<file path="src/rtl/data_sync_pkg.sv">
// data_sync_pkg: shared constants and helpers for the data_sync bus synchronizer.
// Optional parity support in the users of this package is enabled by DATA_SYNC_PARITY_EN.
package data_sync_pkg;

  // Legal depth range of the enable synchronizer chain.
  localparam int MIN_STAGES = 2;
  localparam int MAX_STAGES = 4;

  // Widest bus the parity helper covers; narrower buses are zero-extended.
  localparam int PARITY_MAX_WIDTH = 64;

  // Value every bit of the captured bus takes while in reset.
  localparam logic BUS_RESET_BIT = 1'b0;

  // Even parity: XOR of all bits. Zero-extension does not change the result.
  function automatic logic even_parity(input logic [PARITY_MAX_WIDTH-1:0] data);
    return ^data;
  endfunction

endpackage

</file>
<file path="src/rtl/data_sync_if.sv">
// data_sync_if: source-to-destination bus bundle for data_sync.
// The parity_in / parity_err pair exists only when DATA_SYNC_PARITY_EN is defined.
interface data_sync_if #(
  parameter int BUS_WIDTH = 8
);
  logic [BUS_WIDTH-1:0] unsync_bus;
  logic                 bus_enable;
  logic [BUS_WIDTH-1:0] sync_bus;
  logic                 enable_pulse;
`ifdef DATA_SYNC_PARITY_EN
  logic                 parity_in;
  logic                 parity_err;
`endif

  // Source side: drives the quasi-static bus and its qualifier.
  modport master (
    output unsync_bus,
    output bus_enable,
    input  sync_bus,
    input  enable_pulse
`ifdef DATA_SYNC_PARITY_EN
    ,
    output parity_in,
    input  parity_err
`endif
  );

  // Synchronizer side: samples the bus and presents the captured word.
  modport slave (
    input  unsync_bus,
    input  bus_enable,
    output sync_bus,
    output enable_pulse
`ifdef DATA_SYNC_PARITY_EN
    ,
    input  parity_in,
    output parity_err
`endif
  );

endinterface

</file>
<file path="src/rtl/data_sync_bit_sync.sv">
// bit_sync: NUM_STAGES-deep single-bit synchronizer chain with async active-high reset.
module bit_sync #(
  parameter int NUM_STAGES = 2
) (
  input  logic clk,
  input  logic reset,
  input  logic d,
  output logic q
);

  logic [NUM_STAGES-1:0] sync_ff_r;

  // Shift the asynchronous input through the chain; stage 0 is the metastable one.
  always_ff @(posedge clk or posedge reset) begin
    if (reset) begin
      sync_ff_r <= {NUM_STAGES{1'b0}};
    end else begin
      sync_ff_r <= {sync_ff_r[NUM_STAGES-2:0], d};
    end
  end

  assign q = sync_ff_r[NUM_STAGES-1];

endmodule

</file>
<file path="src/rtl/data_sync.sv">
// data_sync: carries a quasi-static bus into the clk domain by synchronizing only its
// enable, capturing the bus on the synchronized rising edge and strobing enable_pulse.
// Define DATA_SYNC_PARITY_EN to also capture parity_in and flag parity_err.
module data_sync
  import data_sync_pkg::*;
#(
  parameter int NUM_STAGES = 2,
  parameter int BUS_WIDTH  = 8
) (
  input  logic         clk,
  input  logic         reset,
  data_sync_if.slave   bus
);

  if (NUM_STAGES < MIN_STAGES || NUM_STAGES > MAX_STAGES) begin : g_bad_num_stages
    $error("data_sync: NUM_STAGES must lie in 2..4");
  end

  logic                 sync_en_s;
  logic                 rise_s;
  logic                 pulse_gen_r;
  logic [BUS_WIDTH-1:0] sync_bus_r;
  logic                 enable_pulse_r;

  bit_sync #(
    .NUM_STAGES (NUM_STAGES)
  ) u_en_sync (
    .clk   (clk),
    .reset (reset),
    .d     (bus.bus_enable),
    .q     (sync_en_s)
  );

  // Remember last synchronized enable so only its rising edge is acted on.
  always_ff @(posedge clk or posedge reset) begin
    if (reset) begin
      pulse_gen_r <= 1'b0;
    end else begin
      pulse_gen_r <= sync_en_s;
    end
  end

  assign rise_s = sync_en_s & ~pulse_gen_r;

  // Capture the bus on a rising edge, otherwise recirculate; strobe alongside.
  always_ff @(posedge clk or posedge reset) begin
    if (reset) begin
      sync_bus_r     <= {BUS_WIDTH{BUS_RESET_BIT}};
      enable_pulse_r <= 1'b0;
    end else begin
      sync_bus_r     <= rise_s ? bus.unsync_bus : sync_bus_r;
      enable_pulse_r <= rise_s;
    end
  end

  assign bus.sync_bus     = sync_bus_r;
  assign bus.enable_pulse = enable_pulse_r;

`ifdef DATA_SYNC_PARITY_EN
  if (BUS_WIDTH > PARITY_MAX_WIDTH) begin : g_bad_bus_width
    $error("data_sync: BUS_WIDTH exceeds the parity helper width");
  end

  logic parity_err_r;

  // parity_in travels with the bus (same qualifier), so it is checked at the same capture.
  always_ff @(posedge clk or posedge reset) begin
    if (reset) begin
      parity_err_r <= 1'b0;
    end else begin
      parity_err_r <= rise_s
                    ? (even_parity(PARITY_MAX_WIDTH'(bus.unsync_bus)) ^ bus.parity_in)
                    : parity_err_r;
    end
  end

  assign bus.parity_err = parity_err_r;
`endif

endmodule

</file>
<file path="src/flat_wrapper.sv">
// flat-port wrapper written by rule: the top's interface ports become plain ports
module data_sync_flat import data_sync_pkg::*;
#(
  parameter int NUM_STAGES = 2,
  parameter int BUS_WIDTH  = 8
)
  (clk, reset, bus_unsync_bus, bus_bus_enable, bus_sync_bus, bus_enable_pulse);
  data_sync_if #(.BUS_WIDTH(BUS_WIDTH)) bus_i ();
  input  logic clk;
  input  logic reset;
  input wire logic [$bits(bus_i.unsync_bus)-1:0] bus_unsync_bus;
  input wire logic [$bits(bus_i.bus_enable)-1:0] bus_bus_enable;
  output wire logic [$bits(bus_i.sync_bus)-1:0] bus_sync_bus;
  output wire logic [$bits(bus_i.enable_pulse)-1:0] bus_enable_pulse;
  assign bus_i.unsync_bus = bus_unsync_bus;
  assign bus_i.bus_enable = bus_bus_enable;
  assign bus_sync_bus = bus_i.sync_bus;
  assign bus_enable_pulse = bus_i.enable_pulse;
  data_sync #(.NUM_STAGES(NUM_STAGES), .BUS_WIDTH(BUS_WIDTH)) u_core (.clk(clk), .reset(reset), .bus(bus_i));
endmodule
</file>
<file path="config.mk">
export PLATFORM = sky130hd
export DESIGN_NAME = data_sync_flat
export DESIGN_NICKNAME = d
export VERILOG_FILES = /design/src/rtl/data_sync_pkg.sv /design/src/rtl/data_sync_if.sv /design/src/rtl/data_sync_bit_sync.sv /design/src/rtl/data_sync.sv /design/src/flat_wrapper.sv
export SDC_FILE = /design/constraint.sdc
export NUM_CORES = 1
export LEC_CHECK = 0
export CELL_PAD_IN_SITES_DETAIL_PLACEMENT = 1
export CELL_PAD_IN_SITES_GLOBAL_PLACEMENT = 2
export CORE_MARGIN = 2
export CORE_UTILIZATION = 26
export DETAILED_ROUTE_END_ITERATION = 8
export PLACE_DENSITY_LB_ADDON = 0.08
export RECOVER_POWER = 50
export SLEW_MARGIN = 10
export SYNTH_ARGS = -nofsm -noshare
export SYNTH_HDL_FRONTEND = slang
export SYNTH_SLANG_ARGS = --single-unit
export TNS_END_PERCENT = 1
</file>
<file path="constraint.sdc">
create_clock -name clk -period 1.45 [get_ports clk]
set_input_delay 0.145 -clock clk [delete_from_list [all_inputs] [get_ports clk]]
set_output_delay 0.145 -clock clk [all_outputs]
set_load 0.03 [all_outputs]
</file>
==> parameters.txt, run 1 <==
Parameter                              Value

Yosys
  Area fraction in compound gates after synthesis ... 0%
  Area contributors post-synth ... sky130_fd_sc_hd__dfrtp_1 (66%), sky130_fd_sc_hd__mux2_4 (26%), sky130_fd_sc_hd__buf_12 (4.4%)
  Sequential cell area fraction in the yosys report ... 65.6%
  Synth Area per Inst ... 19.9 µm²
  Xor/xnor share of the synthesized area ... 0%
  Yosys Warn Count ... 0
  Count of distinct cell types in the synthesized netlist ... 5
  Net count after synthesis ... 34
  Synth Area in Adders ... 0%
  Synthesized instance count ... 23
  Cell type with the highest aggregate area in the netlist ... sky130_fd_sc_hd__dfrtp_1
  Post-Syn Area ... 458 µm²
  Main combinational cell family by area after synthesis ... multiplexers
  Area fraction in and, or, nand and nor cells after synthesis ... 3.01%
  Number of storage elements in the synthesis netlist ... 12
  Portion of netlist area occupied by mux cells ... 26.2%
  Portion of synthesized cell area occupied by the leading cell type ... 65.6%

Critical path
  Buffering stage count on the worst path with inverters included ... 1
  Startpoint of the worst register-to-register path ... u_core.pulse_gen_r
  Cell-by-cell listing of the critical path ... clkdlybuf4s50_1
  Worst path max stage delay ... 0.66 ns
  R2R setup slack ... 0.11 ns
  Critical R2R Capture ... u_core.bus.sync_bus[1]
  Top fanout value on the critical path ... 2
  Kind of launch point of the worst setup path ... flop
  Worst endpoint required time ... 1.31 ns
  Length in cells of the worst reg-to-reg path ... 2
  Cell with the largest stage delay on the worst path ... sky130_fd_sc_hd__clkdlybuf4s50_1
  CP Class ... flop to primary output
  Setup crit end kind ... primary output
  Top Family by Delay on Critical Path ... buffers and inverters
  Arrival @ worst endpoint ... 1.26 ns

Timing
  Final Critical Period ... 1.41 ns
  Setup TNS ... 0 ns
  Final clock skew ... 0.000864 ns
  Slew Limit Fails ... 0
  Setup-violating endpoint count in the final report ... 0
  Worst slew margin ... 59.2%
  Measured slew at the worst slew-check pin ... 0.610 ns
  Final hold vios ... 0
  Maximum clock frequency ... 0.711 GHz
  Unrepaired setup endpoints after global routing ... no
  Fin crit share ... 97.0%
  Worst hold margin ... 0.329 ns

Pwr
  Worst ir drop on vdd ... 0.685 mV
  Leakage ... 0.340 nW
  Power per cell area ... 1190 mW/mm²

Cells and area
  Most frequent cells in the layout ... sky130_fd_sc_hd__dfrtp_1 (12), sky130_fd_sc_hd__clkdlybuf4s50_1 (10), sky130_fd_sc_hd__mux2_4 (8)
  Sequential standard cell area ... 300 µm²
  Design Area, Final ... 673 µm²
  Antenna diode count ... 0
  Leading cell type in the layout, fill and taps excluded ... sky130_fd_sc_hd__dfrtp_1
  Share of cells above drive strength 1 ... 27.3%
  Combined area of the multi-input logic cells ... 129 µm²
  Final #Nets ... 57
  Area added between synthesis and finish ... 47.0%
  Number of filler cells placed in the layout ... 177

Placed design
  Buffers added on ports ... 19
  Placed standard-cell area ... 649 µm²
  HPWL after DPL ... 625 µm
  Final weighted congestion in routability-driven placement ... 0.603

CTS
  Buffer type at the clock tree root ... sky130_fd_sc_hd__clkbuf_4
  Number of buffers inserted by hold repair at cts ... 0
  CTS buffer count ... 3
  Clock slew at the register clock pins of the worst setup and hold paths ... 0.07 ns
  Clock sink total ... 12
  Number of H-tree levels ... 1
  Source-to-sink clock delay at the later pin of the worst-skew pair ... 0.26 ns
  Clock tree from TritonCTS ... built
  Post-CTS Setup Inserts ... 0
  Number of buffers on the longest clock path ... 2

Routing
  Total wire length after detailed routing ... 791 µm
  Average wire length per cell after detail routing ... 13.0 µm
  Drt first pass iters ... 1
  Routed vias ... 276
  Number of routed nets with antenna violations ... 0
  First DRT Iteration DRCs ... 0
  Routed via count divided by cell count ... 4.52
  Count of unresolved DRC violations after routing ... 0

Floorplanning
  Floorplan die area ... 0.00211 mm²
  Die H ... 46.0 µm
  Effective utilization at floorplan ... 27.1%
  Core region area ... 0.00169 mm²
  Die Width ... 46.0 µm
  I/O pin count ... 20
  Core Rows ... 15

Global routing
  First-pass GRT wire length ... 1.30 mm
  Total overflow reported by the global router ... 0
  Total routing usage reported by global routing ... 9.29%
  Number of antenna violations at the first check in global routing ... 0
  Vias in the first global route ... 292
  Pin count of the biggest net entering global routing ... 13

Run status
  Run status ... completed

Hold path
  Hold WC Path Type ... input port to async pin

Run
  Maxcap violations ... 0
## layout make-up
class                   count  area share [%]
clock buffers               3            3.35
inverters                   1           0.558
multi-input cells           9            19.1
flip-flops and latches     12            44.6
well taps                  17            3.16
repair buffers             19            29.2
## worst max path at each step
stage / from / to / slack [ns] / depth (start not counted)
global route: u_core.bus.sync_bus[3] / bus_sync_bus[3] / 0.008 / 1
detailed placement: u_core.pulse_gen_r / u_core.bus.sync_bus[1] / 0.27 / 2
CTS: u_core.bus.sync_bus[2] / bus_sync_bus[2] / 0.003 / 1
finish: u_core.bus.sync_bus[3] / bus_sync_bus[3] / 0.04 / 1
global placement: u_core.bus.sync_bus[0] / bus_sync_bus[0] / 0.29 / 1
floorplan: u_core.pulse_gen_r / u_core.bus.sync_bus[0] / 0.41 / 3
## repair_timing
item,CTS,global route
gates cloned,0,0
resized for setup,3,4
setup endpoints to repair,3,4
## stage by stage
stage / util, % / total power, mW / setup slack (ns) / cells
detailed placement: 38.4 / 0.639 / 0.265 / 58
global route: 39.9 / 0.851 / 0.00774 / 61
CTS: 39.6 / 0.827 / 0.00289 / 61
floorplan: - / 0.537 / 0.407 / 23
global placement: 38.4 / 0.635 / 0.295 / 58
finish: 39.9 / 0.804 / 0.0439 / 61
## cell families after synthesis
kind of cell | Yosys count
buffers and inverters | 2
flip-flops | 12
multiplexers | 8
AND/OR/NAND/NOR | 1
## report_power, final
group	switching, mW	total (mW)	leakage, nW	internal, mW
sequential	0.0197	0.393	0.142	0.373
combinational	0.108	0.222	0.185	0.114
clock	0.0930	0.189	0.0138	0.0957
## registers in the layout (all words and copies together) (netlist names)
signal and cells:
u_core.bus.enable_pulse 1, u_core.bus.sync_bus 8, u_core.pulse_gen_r 1, u_core.u_en_sync.sync_ff_r 2
## layer usage
metal  up-vias  routed length, µm  share of wire [%]  global-route usage [%]
met2        12                423                 53                    13.6
met1       141                310                 39                    11.6
met4         0                  0                  0                    3.43
met3         0                 57                7.2                    4.76
met5         -                  0                  0                       0
li1        123                  -                  -                       -
## synthesized netlist by cell type
cell type and count:
sky130_fd_sc_hd__inv_1 1, sky130_fd_sc_hd__dfrtp_1 12, sky130_fd_sc_hd__nor2b_4 1, sky130_fd_sc_hd__mux2_4 8, sky130_fd_sc_hd__buf_12 1
No activity file was read; power rests on OpenSTA's default activity.
==> inputs of run 2 (changes only) <==
- MAX_ROUTING_LAYER: unset -> met4
==> results of run 2 <==
The final DEF is identical to that of run 1; final timing and power are the same.
Among the figures that moved: final weighted congestion in routability-driven placement 0.603 -> 0.607; overall routing resource usage 9.29% -> 9.56%
